**src/rtl/relay_pkg.sv**
```systemverilog
// relay_pkg: shared types and helpers for the MOV8 sequencer.
//   reg_code_e   - 3-bit register codes A..Y, used as bit indices on sel/ld
//   mov8_state_e - sequencer FSM states
//   MOV8_OPCODE  - value of instr[7:6] that marks a legal MOV8 byte
//   reg_onehot() - register code to 8-bit one-hot strobe vector
package relay_pkg;

  typedef enum logic [2:0] {
    REG_A  = 3'd0,
    REG_B  = 3'd1,
    REG_C  = 3'd2,
    REG_D  = 3'd3,
    REG_M1 = 3'd4,
    REG_M2 = 3'd5,
    REG_X  = 3'd6,
    REG_Y  = 3'd7
  } reg_code_e;

  typedef enum logic [2:0] {
    ST_IDLE,
    ST_SETTLE,
    ST_LOAD,
    ST_HOLD,
    ST_DONE,
    ST_ERR
  } mov8_state_e;

  localparam logic [1:0] MOV8_OPCODE = 2'b00;

  function automatic logic [7:0] reg_onehot(input reg_code_e code);
    return 8'b0000_0001 << code;
  endfunction

endpackage

```
**src/rtl/mov8_sequencer_if.sv**
```systemverilog
// mov8_sequencer_if: handshake and register-control bus of the MOV8 sequencer.
//   start/instr            - request from the instruction decoder
//   ready/busy/done/err    - sequencer status
//   sel/ld                 - one-hot source select / destination load strobes
// master: decoder side (drives start/instr); slave: the sequencer.
interface mov8_sequencer_if;
  logic       start;
  logic [7:0] instr;
  logic       ready;
  logic       busy;
  logic       done;
  logic       err;
  logic [7:0] sel;
  logic [7:0] ld;

  modport master (
    output start, instr,
    input  ready, busy, done, err, sel, ld
  );

  modport slave (
    input  start, instr,
    output ready, busy, done, err, sel, ld
  );
endinterface

```
**src/rtl/mov8_sequencer_phase_counter.sv**
```systemverilog
// phase_counter: loadable down-counter timing each sequencer phase.
//   clock, reset - system clock, asynchronous active-high reset
//   i_load       - load i_value this cycle (phase entry)
//   i_value      - phase length minus one
//   o_zero       - count has reached zero; the phase ends on this cycle
// The count saturates at zero so it can never wrap.
module phase_counter #(
  parameter int CNT_W = 2
) (
  input  logic             clock,
  input  logic             reset,
  input  logic             i_load,
  input  logic [CNT_W-1:0] i_value,
  output logic             o_zero
);

  logic [CNT_W-1:0] r_count;

  // NOTE: sequential state uses non-blocking assignments so every register
  // samples the pre-edge values of the others, independent of block order.
  always_ff @(posedge clock or posedge reset) begin
    if (reset) begin
      r_count <= '0;
    end else if (i_load) begin
      r_count <= i_value;
    end else if (r_count != '0) begin
      r_count <= r_count - CNT_W'(1);
    end
  end

  assign o_zero = (r_count == '0);

endmodule

```
**src/rtl/mov8_sequencer.sv**
```systemverilog
// mov8_sequencer: sequences one MOV8 register-to-register move on the
// register unit's shared bus.
//   clock, reset - system clock, asynchronous active-high reset
//   bus (slave)  - start/instr request in; ready/busy/done/err status and
//                  one-hot sel/ld strobes out, all registered
// Phases after acceptance: SETTLE (sel), LOAD (sel+ld), HOLD (sel), then a
// one-cycle DONE pulse. A byte with instr[7:6] != 00 yields a one-cycle err
// pulse and no strobes. DONE and ERR accept a new start like IDLE does.
module mov8_sequencer #(
  parameter int SETTLE_CYCLES = 1,
  parameter int LOAD_CYCLES   = 2,
  parameter int HOLD_CYCLES   = 1
) (
  input  logic             clock,
  input  logic             reset,
  mov8_sequencer_if.slave  bus
);
  import relay_pkg::*;

  if (SETTLE_CYCLES < 1 || LOAD_CYCLES < 1 || HOLD_CYCLES < 0) begin : g_param_check
    $fatal(1, "mov8_sequencer: illegal phase length parameter");
  end

  localparam int MAX_SL      = (SETTLE_CYCLES > LOAD_CYCLES) ? SETTLE_CYCLES : LOAD_CYCLES;
  localparam int MAX_CYC     = (MAX_SL > HOLD_CYCLES) ? MAX_SL : HOLD_CYCLES;
  localparam int CNT_W       = $clog2(MAX_CYC + 1);
  localparam int HOLD_RELOAD = (HOLD_CYCLES > 0) ? HOLD_CYCLES - 1 : 0;

  mov8_state_e      r_state;
  logic [7:0]       r_sel;
  logic [7:0]       r_ld;
  logic [7:0]       r_dst_mask;
  logic             r_busy;
  logic             r_ready;
  logic             r_done;
  logic             r_err;

  reg_code_e        w_src;
  reg_code_e        w_dst;
  logic [7:0]       w_src_mask;
  logic [7:0]       w_dst_mask;
  logic             w_cnt_load;
  logic [CNT_W-1:0] w_cnt_value;
  logic             w_cnt_zero;

  assign w_src      = reg_code_e'(bus.instr[2:0]);
  assign w_dst      = reg_code_e'(bus.instr[5:3]);
  // src == dst is the "clear register" move: nothing drives the bus while
  // the destination loads, so the register latches zero.
  assign w_src_mask = (w_src == w_dst) ? 8'h00 : reg_onehot(w_src);
  assign w_dst_mask = reg_onehot(w_dst);

  // Counter reload on each phase entry. While accepting, the SETTLE length
  // is preloaded every cycle so it is in place on the acceptance edge.
  // NOTE: every always_comb output gets a default first so no path through
  // the case leaves it unassigned and infers a latch.
  always_comb begin
    w_cnt_load  = 1'b0;
    w_cnt_value = '0;
    case (r_state)
      ST_IDLE, ST_DONE, ST_ERR: begin
        w_cnt_load  = 1'b1;
        w_cnt_value = CNT_W'(SETTLE_CYCLES - 1);
      end
      ST_SETTLE: begin
        w_cnt_load  = w_cnt_zero;
        w_cnt_value = CNT_W'(LOAD_CYCLES - 1);
      end
      ST_LOAD: begin
        w_cnt_load  = w_cnt_zero;
        w_cnt_value = CNT_W'(HOLD_RELOAD);
      end
      default: ;
    endcase
  end

  phase_counter #(.CNT_W(CNT_W)) u_phase_counter (
    .clock   (clock),
    .reset   (reset),
    .i_load  (w_cnt_load),
    .i_value (w_cnt_value),
    .o_zero  (w_cnt_zero)
  );

  // Outputs are computed for the next state and registered with it.
  always_ff @(posedge clock or posedge reset) begin
    if (reset) begin
      r_state    <= ST_IDLE;
      r_sel      <= '0;
      r_ld       <= '0;
      r_dst_mask <= '0;
      r_busy     <= 1'b0;
      r_ready    <= 1'b1;
      r_done     <= 1'b0;
      r_err      <= 1'b0;
    end else begin
      r_done <= 1'b0;
      r_err  <= 1'b0;
      case (r_state)
        ST_IDLE, ST_DONE, ST_ERR: begin
          r_state <= ST_IDLE;
          r_sel   <= '0;
          r_ld    <= '0;
          r_busy  <= 1'b0;
          r_ready <= 1'b1;
          if (bus.start) begin
            if (bus.instr[7:6] != MOV8_OPCODE) begin
              r_state <= ST_ERR;
              r_err   <= 1'b1;
            end else begin
              r_state    <= ST_SETTLE;
              r_sel      <= w_src_mask;
              r_dst_mask <= w_dst_mask;
              r_busy     <= 1'b1;
              r_ready    <= 1'b0;
            end
          end
        end
        ST_SETTLE: begin
          if (w_cnt_zero) begin
            r_state <= ST_LOAD;
            r_ld    <= r_dst_mask;
          end
        end
        ST_LOAD: begin
          if (w_cnt_zero) begin
            if (HOLD_CYCLES == 0) begin
              r_state <= ST_DONE;
              r_done  <= 1'b1;
              r_sel   <= '0;
              r_ld    <= '0;
              r_busy  <= 1'b0;
              r_ready <= 1'b1;
            end else begin
              r_state <= ST_HOLD;
              r_ld    <= '0;
            end
          end
        end
        ST_HOLD: begin
          if (w_cnt_zero) begin
            r_state <= ST_DONE;
            r_done  <= 1'b1;
            r_sel   <= '0;
            r_busy  <= 1'b0;
            r_ready <= 1'b1;
          end
        end
        default: r_state <= ST_IDLE;
      endcase
    end
  end

  assign bus.sel   = r_sel;
  assign bus.ld    = r_ld;
  assign bus.busy  = r_busy;
  assign bus.ready = r_ready;
  assign bus.done  = r_done;
  assign bus.err   = r_err;

endmodule

```
**src/flat_wrapper.sv**
```systemverilog
// flat-port wrapper written by rule: the top's interface ports become plain ports
module mov8_sequencer_flat import relay_pkg::*;
#(
  parameter int SETTLE_CYCLES = 1,
  parameter int LOAD_CYCLES   = 2,
  parameter int HOLD_CYCLES   = 1
)
  (clock, reset, bus_start, bus_instr, bus_ready, bus_busy, bus_done, bus_err, bus_sel, bus_ld);
  mov8_sequencer_if bus_i ();
  input  logic clock;
  input  logic reset;
  input wire logic [$bits(bus_i.start)-1:0] bus_start;
  input wire logic [$bits(bus_i.instr)-1:0] bus_instr;
  output wire logic [$bits(bus_i.ready)-1:0] bus_ready;
  output wire logic [$bits(bus_i.busy)-1:0] bus_busy;
  output wire logic [$bits(bus_i.done)-1:0] bus_done;
  output wire logic [$bits(bus_i.err)-1:0] bus_err;
  output wire logic [$bits(bus_i.sel)-1:0] bus_sel;
  output wire logic [$bits(bus_i.ld)-1:0] bus_ld;
  assign bus_i.start = bus_start;
  assign bus_i.instr = bus_instr;
  assign bus_ready = bus_i.ready;
  assign bus_busy = bus_i.busy;
  assign bus_done = bus_i.done;
  assign bus_err = bus_i.err;
  assign bus_sel = bus_i.sel;
  assign bus_ld = bus_i.ld;
  mov8_sequencer #(.SETTLE_CYCLES(SETTLE_CYCLES), .LOAD_CYCLES(LOAD_CYCLES), .HOLD_CYCLES(HOLD_CYCLES)) u_core (.clock(clock), .reset(reset), .bus(bus_i));
endmodule
```
**config.mk**
```make
export PLATFORM = sky130hd
export DESIGN_NAME = mov8_sequencer_flat
export DESIGN_NICKNAME = d
export VERILOG_FILES = /design/src/rtl/relay_pkg.sv /design/src/rtl/mov8_sequencer_if.sv /design/src/rtl/mov8_sequencer_phase_counter.sv /design/src/rtl/mov8_sequencer.sv /design/src/flat_wrapper.sv
export SDC_FILE = /design/constraint.sdc
export NUM_CORES = 1
export LEC_CHECK = 0
export CAP_MARGIN = 25
export CORE_ASPECT_RATIO = 0.7
export CORE_MARGIN = 2
export CORE_UTILIZATION = 50
export CTS_CLUSTER_SIZE = 24
export DETAILED_ROUTE_END_ITERATION = 10
export PLACE_DENSITY_LB_ADDON = 0.1
export SLEW_MARGIN = 40
export SYNTH_ARGS = -nofsm -noshare
export SYNTH_HDL_FRONTEND = slang
export SYNTH_SLANG_ARGS = --single-unit
```
**constraint.sdc**
```tcl
create_clock -name clock -period 1.8 [get_ports clock]
set_clock_uncertainty 0.2 [all_clocks]
set_input_delay 0.18 -clock clock [delete_from_list [all_inputs] [get_ports clock]]
set_output_delay 0.18 -clock clock [all_outputs]
set_load 0.01 [all_outputs]
```
Word level (Yosys, flattened, before mapping). Cells that the tools add are included.

Register bits after elaboration: 33. Output and inout port bits: 20. Input bits: 11. Logic and storage cells: 64.

Add/sub/neg operators: 1. Shift operators: 2. Reductions and logical operators: 13. Mux-type cells: 29. Bitwise logic cells: 1. Equal/unequal tests: 9.

Operators by type and width (count): $mux 8 (5); $pmux 8 s3 (1); $pmux 8 s2 (1); $shl 1x3->8 const A (2); $mux 3 (5); $pmux 3 s4 (1); $mux 1 (11); $reduce_and 3->1 (3); $reduce_bool 2->1 (4); $eq 3x2->1 const B (2); $eq 3x3->1 const B (2); $ne 2x2->1 const B (3); $pmux 1 s2 (3); $mux 2 (2); $eq 3x1->1 const B (1); $eq 3x3->1 (1); $logic_not 3->1 (1); $reduce_bool 3->1 (1); $reduce_or 3->1 (1); $logic_not 2->1 (1); $reduce_and 2->1 (1); $reduce_or 2->1 (1); $sub 2x1->2 const B (1); $not 1->1 (1).

Logic depth before layout (Yosys ltp). Gate-level depths: netlist of run 1.

Depth after elaboration: 5. Mapped depth: 6. Gate-level depth less buffers: 5.

By module. Synthesis of run 1 repeated with hierarchy kept, for this count alone.

Cells, all modules: 147. Area total of the unflattened synthesis: 1604.0 um^2.

Modules (own cells, without submodules): mov8_sequencer (seq. area each 777.0 um^2, cells an instance 134, times used 1, area each 1476.4 um^2); phase_counter (seq. area each 50.0 um^2, cells an instance 13, times used 1, area each 127.6 um^2).

Worst setup path after synthesis of run 1. Ideal clock, no wire load.

Path type: register to register. Start: reg u_core.u_phase_counter.r_count[0]. End: reg u_core.r_ld[0] (netlist: u_core.bus.ld[0]). Setup slack: 0.143 ns. Path buffers: 1. Period minus slack after synthesis: 1.657 ns. Setup time: 0.122 ns. Data arrival time: 1.336 ns. Required time: 1.478 ns. Cell stages (with the launch flop): 6. Cells stage by stage: dfrtp_1 inv_1 ha_1 clkbuf_1 nand2_1 a32o_1.

Longest elaborated chain between the ends: 3. Elaborated cells on any way between the ends: 4. Classes of those cells: eq/ne: 2; reduce/logical: 2.

Ends and longest elaborated chain: start, declared (RTL line mov8_sequencer_phase_counter.sv:17) `logic [CNT_W-1:0] r_count;`; start signal, assigned (RTL line mov8_sequencer_phase_counter.sv:25) `r_count <= i_value;`; start signal, assigned (RTL line mov8_sequencer_phase_counter.sv:27) `r_count <= r_count - CNT_W'(1);`; $logic_not 2->1 (*) (RTL line mov8_sequencer_phase_counter.sv:31) `assign o_zero = (r_count == '0);`; $ne 2x2->1 (no source line); $reduce_and 3->1 (no source line) (*); end signal, assigned (RTL line mov8_sequencer.sv:122) `r_ld <= r_dst_mask;`; end, declared (RTL line mov8_sequencer.sv:31) `logic [7:0] r_ld;`.

Mark *: on every way between the ends. The rest lies on a longest branch, timed or not. A chain may end at the register's enable or synchronous reset.

Final worst setup path of run 1.
Start: reg u_core.r_state[1]. End: reg u_core.r_dst_mask[2].

Longest elaborated chain between the ends: 3. Elaborated cells on any way between the ends: 5. Classes of those cells: eq/ne: 2; reduce/logical: 3.

Ends and longest elaborated chain: start, declared (RTL line mov8_sequencer.sv:29) `mov8_state_e r_state;`; start signal, assigned (RTL line mov8_sequencer.sv:88) `r_state <= ST_IDLE;`; start signal, assigned (RTL line mov8_sequencer.sv:101) `r_state <= ST_IDLE;`; start signal, assigned (RTL line mov8_sequencer.sv:108) `r_state <= ST_ERR;`; $eq 3x3->1 / $logic_not 3->1 (equally long branches) (RTL line mov8_sequencer.sv:99) `case (r_state)`; $reduce_or 3->1 (*) (RTL line mov8_sequencer.sv:99); $reduce_and 3->1 (no source line) (*); end signal, assigned (RTL line mov8_sequencer.sv:113) `r_dst_mask <= w_dst_mask;`; end, declared (RTL line mov8_sequencer.sv:32) `logic [7:0] r_dst_mask;`.

Marks and branches as above.

==> metrics.csv, run 1 <==
metric;value;unit
Final setup viols;0;
Worst R2R End;u_core.r_dst_mask[2];
synth top area cells;dfrtp_1, a32o_1, a22o_1;
share of cells above drive strength 1;0.173;
Worst Hold Class;primary input to async pin;
placed cell count;207;
Critical path buffers and inverters;1;
Area growth syn-to-layout;36.0;%
Worst-Skew Late Latency;0.28;ns
Initial Utilization;0.538;
peak supply drop;1220;µV
Cell Pwr Density;1430;nW/µm²
RSZ-0062 raised after global routing;false;
R2R depth;4;
crit path kind;flip-flop to flip-flop;
Die ar.;3570;µm²
CP top delay family;simple AND/OR/NAND/NOR gates;
Mapped Avg Cell Area;11.2;µm²
CP max-delay cell;or4b_4;
die height;50.6;µm
clock root buffer;clkbuf_8;
#FFs+latches synth;33;
CP max FO;10;
Tcrit/Tclk final;0.978;
clock buffer depth;2;
Detail Route Antenna Nets;0;
CP required;1.76;ns
Core Box Area;2880;µm²
placed instance area;1950;µm²
Startpoint Class;flip-flop;
Slew Limit Fails;0;
pin count of the biggest net entering global routing;34;
post-synth top area share;0.516;
worst-path cell chain;or4b_4 > buf_12 > o21ai_0 > o41ai_2;
sw power;1.10;mW
Residual DRC;0;
Max-Cap Viols;0;
standard-cell rows;16;
Final Hold Vio Count;0;
Layout Cells excl Fill;215;
minimum clock period;1.76;ns
drt first pass iters;4;
Synth warnings;0;
post-CTS setup buffers;0;
Via Count;1278;
CP max stage delay;0.57;ns
final wirelength;3460;µm
CTS tree;yes;
final instance area;2110;µm²
clock share of power;0.236;
# IOs;31;
Post-DP HPWL;2440;µm
H-tree depth;2;
die width;70.6;µm
global-route wire length before repair;5820;µm
Clock transition at path regs;0.07;ns
Seq pwr share;0.346;
initial antenna violation count;0;
initial drt markers;58;
CTS Buf Count;5;
Port Buf Inserts;30;
GPL Wtd Cong;0.849;
leading area contributor after synthesis;dfrtp_1;
r2r setup slk;0.04;ns
sw frac;0.363;
setup tns final;0;ns
CP endpoint kind;flip-flop;
Synth Net Count;150;
Worst Max-Slew Pin Slew;0.406;ns
final core occ;0.732;
Wirelength per Cell;16.1;µm
Netlist Area Pre-Place;1550;µm²
Leak;0.945;nW
CTS Sinks;33;
CP arrival;1.72;ns
GR Util All Layers;0.211;
internal cell power;1.92;mW
maximum clock rate;568;MHz
worst rel slew slack;0.729;
register area share after synthesis;0.533;
Mapped Cells;138;
Worst path depth;4;
r2r startpoint;u_core.r_state[1];
number of global-route vias before repair;1236;
number of distinct library cells after synthesis;35;
NumNets Final;190;
diodes inserted;0;
status;finished clean;
combinational power share;0.418;
remaining global-route overflow;0;
Via density;5.94;
beginning of the critical path;u_core.r_state[1];
Worst Setup EP;u_core.r_dst_mask[2];
## power by group through the flow
| stage | clock (mW) | sequential, mW | combinational (mW) |
|---|---|---|---|
| 2_1_floorplan | 0 | 1.05 | 0.742 |
| 3_3_place_gp | 0 | 1.04 | 1.12 |
| 3_5_place_dp | 0 | 1.05 | 1.17 |
| 4_1_cts | 0.723 | 1.04 | 1.21 |
| 5_1_grt | 0.766 | 1.07 | 1.37 |
| 6_report | 0.712 | 1.05 | 1.26 |
## layout make-up
type                            instances  area [µm²]
Clock buffer                            7        86.3
Clock inverter                          1        30.0
Fill cell                             204         772
Inverter                                7        26.3
Multi-Input combinational cell         90         701
Sequential cell                        33         827
Tap cell                               36        45.0
Timing Repair Buffer                   41         395
## registers in the layout, summed over array words and instances, names as in the netlist
register                        count
u_core.r_dst_mask                   8
u_core.r_state                      3
u_core.bus.done                     1
u_core.bus.ready                    1
u_core.bus.sel                      8
u_core.u_phase_counter.r_count      2
u_core.bus.ld                       8
u_core.bus.err                      1
u_core.bus.busy                     1
## synthesized netlist by cell type
cell	number
dfstp_2	1
a22o_1	13
buf_6	1
a21oi_1	5
xnor2_1	1
a211oi_1	1
nor2b_1	5
o21ai_0	13
o31ai_1	1
nor3b_2	1
inv_1	7
o21bai_1	1
nand2b_4	1
buf_2	4
or4b_4	1
ha_1	1
mux2_2	1
o41ai_1	4
a32o_1	12
nand3_1	3
a21o_1	1
buf_1	1
dfrtp_1	32
o221ai_1	1
o211a_1	1
o22ai_1	1
nor2_4	1
xor2_1	1
nand2b_1	3
nor3_4	1
or2_2	1
clkbuf_1	2
nor2_1	4
a31oi_1	2
nand2_1	9
## routing by layer
layer  track usage  routed length, µm  up-vias
met5             0                  0        -
met2         0.351               1640       26
met1         0.277               1650      644
met3        0.0542                129        6
met4        0.0597                 36        0
li1              -                  -      602
## cell families (layout without fill, tap and decap cells)
group	Yosys count	count (layout)	synth area share
buf+inv	15	56	0.0444
mux	1	1	0.00726
compound gates	56	56	0.275
xor+xnor	2	2	0.0113
simple gates	30	30	0.121
flops	33	33	0.533
fa+ha+maj	1	1	0.00806
## per-stage QoR
step / worst slack [ns] / power, mW / hold WS, ns
after floorplan: 0.143 / 1.79 / 0.0764
after global placement: -0.115 / 2.16 / 0.269
after detailed placement: -0.148 / 2.22 / 0.258
after CTS: 0.0419 / 2.98 / 0.0884
after global routing: 0.00246 / 3.20 / 0.147
final: 0.0393 / 3.02 / 0.0709
## worst register-to-register path: cells and delay by family, from the launching register on
| family | cells | cell delay [ns] |
|---|---|---|
| DFF | 1 | 0.40 |
| AOI/OAI and AO/OA | 2 | 0.31 |
| and+or+nand+nor | 1 | 0.57 |
| buffers and inverters | 1 | 0.16 |
## cell usage in the layout, fill, tap and decap left out, types with 2 or more instances in the layout
cell / instances
a21oi_1: 5
nand3_1: 3
nor2b_1: 5
a31oi_1: 2
o21ai_0: 11
dfrtp_1: 32
o41ai_2: 3
clkbuf_8: 6
inv_1: 7
clkdlybuf4s50_1: 30
nor2_1: 4
o21ai_1: 2
buf_4: 10
nand2_1: 9
nand2b_1: 3
a22o_1: 13
a32o_1: 12
## worst min path at each step
stage                                      end  cells after the start
after floorplan           u_core.r_dst_mask[0]                      1
after global placement        u_core.bus.ready                      2
after detailed placement      u_core.bus.ready                      2
after CTS                    u_core.bus.sel[2]                      3
after global routing          u_core.bus.ld[5]                      3
final                        u_core.bus.sel[1]                      3
## repair_timing
item	4_1_cts	5_1_grt
endpoints found under the setup margin	15	20
resized for setup	3	6
hold buffers	0	0
No activity file was read; power rests on OpenSTA's default activity.
==> inputs of run 2 (changes only) <==
--- a/config.mk
+++ b/config.mk
@@ -9,7 +9,7 @@
 export CORE_ASPECT_RATIO = 0.7
 export CORE_MARGIN = 2
 export CORE_UTILIZATION = 50
-export CTS_CLUSTER_SIZE = 24
+export CTS_CLUSTER_SIZE = 30
 export DETAILED_ROUTE_END_ITERATION = 10
 export PLACE_DENSITY_LB_ADDON = 0.1
 export SLEW_MARGIN = 40
==> constraint.sdc (replaced) <==
create_clock -name clock -period 1.8 [get_ports clock]
set_clock_uncertainty 0.2 [all_clocks]
set_input_delay 0.18 -clock clock [delete_from_list [all_inputs] [get_ports clock]]
set_output_delay 0.18 -clock clock [all_outputs]
set_load 0.02 [all_outputs]
==> metrics.csv, run 2 (synthesis results as in run 1) <==
metric;value;unit
status;finished clean;
sw power;1.15;mW
Layout Cells excl Fill;215;
H-tree depth;2;
Die ar.;3570;µm²
clock share of power;0.232;
Clock transition at path regs;0.07;ns
NumNets Final;190;
Max-Cap Viols;0;
final core occ;0.733;
Worst R2R End;u_core.r_dst_mask[2];
Seq pwr share;0.340;
Post-DP HPWL;2440;µm
CP arrival;1.72;ns
CTS tree;yes;
routed length on met3;124;µm
# IOs;31;
commonest non-fill, non-tap cell in the layout;dfrtp_1;
CTS Sinks;33;
Worst-Skew Late Latency;0.28;ns
Startpoint Class;flip-flop;
Tcrit/Tclk final;0.980;
clock buffer depth;2;
final wirelength;3470;µm
crit path kind;flip-flop to flip-flop;
Final setup viols;0;
standard-cell rows;16;
Core Box Area;2880;µm²
CTS Buf Count;5;
initial antenna violation count;0;
post-CTS setup buffers;0;
r2r startpoint;u_core.r_state[1];
Via density;5.94;
R2R depth;4;
Via Count;1277;
Cell Pwr Density;1450;nW/µm²
drt first pass iters;4;
CP endpoint kind;flip-flop;
Filler cells;202;
placed cell count;207;
r2r setup slk;0.04;ns
metal2 WL;1650;µm
CP required;1.76;ns
Initial Utilization;0.538;
global-route wire length before repair;5820;µm
Worst Max-Slew Pin Slew;0.400;ns
RSZ-0062 raised after global routing;false;
Wirelength per Cell;16.2;µm
Leak;0.946;nW
die width;70.6;µm
combinational power share;0.428;
clock root buffer;clkbuf_8;
Area growth syn-to-layout;36.2;%
maximum clock rate;567;MHz
internal cell power;1.92;mW
Detail Route Antenna Nets;0;
initial drt markers;60;
Port Buf Inserts;30;
total power;3.07;mW
GR Util All Layers;0.211;
share of cells above drive strength 1;0.173;
top layer in use;met4;
minimum clock period;1.76;ns
M1 wire length;1670;µm
pin count of the biggest net entering global routing;34;
GPL Wtd Cong;0.849;
diodes inserted;0;
die height;50.6;µm
sw frac;0.374;
CP max FO;10;
Final Hold Vio Count;0;
remaining global-route overflow;0;
peak supply drop;1220;µV
number of global-route vias before repair;1236;
worst hold slack;0.0709;ns
Worst Hold Class;primary input to async pin;
Slew Limit Fails;0;
worst rel slew slack;0.732;
most frequent cells in the layout;dfrtp_1, clkdlybuf4s50_1, a22o_1;
Residual DRC;0;
## run 2: changes by cell type in the layout (fill, tap and decap cells not counted)
cell | previous run | this run
clkdlybuf4s50_1 | 30 | 29
dlymetal6s2s_1 | 0 | 1
## run 2: timing repair
item,CTS,global route
setup endpoints to repair,15,21
hold buffers,0,0
resized for setup,3,7
## run 2: worst max-delay path by stage
| stage | startpoint | to | slack [ns] |
|---|---|---|---|
| 6_report | u_core.r_state[1] | u_core.r_dst_mask[2] | 0.04 |
| 4_1_cts | u_core.bus.ready | bus_ready | 0.01 |
| 3_5_place_dp | bus_instr[7] | u_core.r_dst_mask[2] | -0.15 |
| 3_3_place_gp | bus_instr[7] | u_core.r_dst_mask[3] | -0.11 |
| 2_1_floorplan | u_core.u_phase_counter.r_count[0] | u_core.bus.ld[0] | 0.14 |
| 5_1_grt | u_core.u_phase_counter.r_count[0] | u_core.bus.sel[1] | 0.003 |
## run 2: area by class of cell
type                            instances  area, µm²  share of cell area
Multi-Input combinational cell         90        701               0.332
Sequential cell                        33        827               0.391
Timing Repair Buffer                   41        398               0.188
Inverter                                7       26.3              0.0124
Clock inverter                          1       30.0              0.0142
Clock buffer                            7       86.3              0.0409
Tap cell                               36       45.0              0.0213
## run 2: worst max-delay path, stage by stage (launching register included)
cell     delay, ns
dfrtp_1       0.40
or4b_4        0.57
buf_12        0.16
o21ai_0       0.20
o41ai_2       0.11
## run 2: per-layer routing
layer,vias up,GRT usage
met1,645,0.277
met5,-,0
met4,0,0.0597
met3,4,0.0542
li1,602,-
met2,26,0.351
## run 2: power groups by stage
stage | logic [mW] | clock network (mW) | registers (mW)
floorplan | 0.742 | 0 | 1.10
global placement | 1.17 | 0 | 1.04
detailed placement | 1.22 | 0 | 1.05
CTS | 1.26 | 0.723 | 1.04
global route | 1.42 | 0.766 | 1.06
finish | 1.31 | 0.713 | 1.04
## run 2: through the flow
step | worst slack [ns] | area [µm²] | setup TNS (ns)
4_1_cts | 0.0132 | 2080 | 0
5_1_grt | 0.00267 | 2110 | 0
3_3_place_gp | -0.115 | 1950 | -1.34
6_report | 0.0362 | 2110 | 0
3_5_place_dp | -0.148 | 1950 | -2.38
2_1_floorplan | 0.143 | 1550 | 0
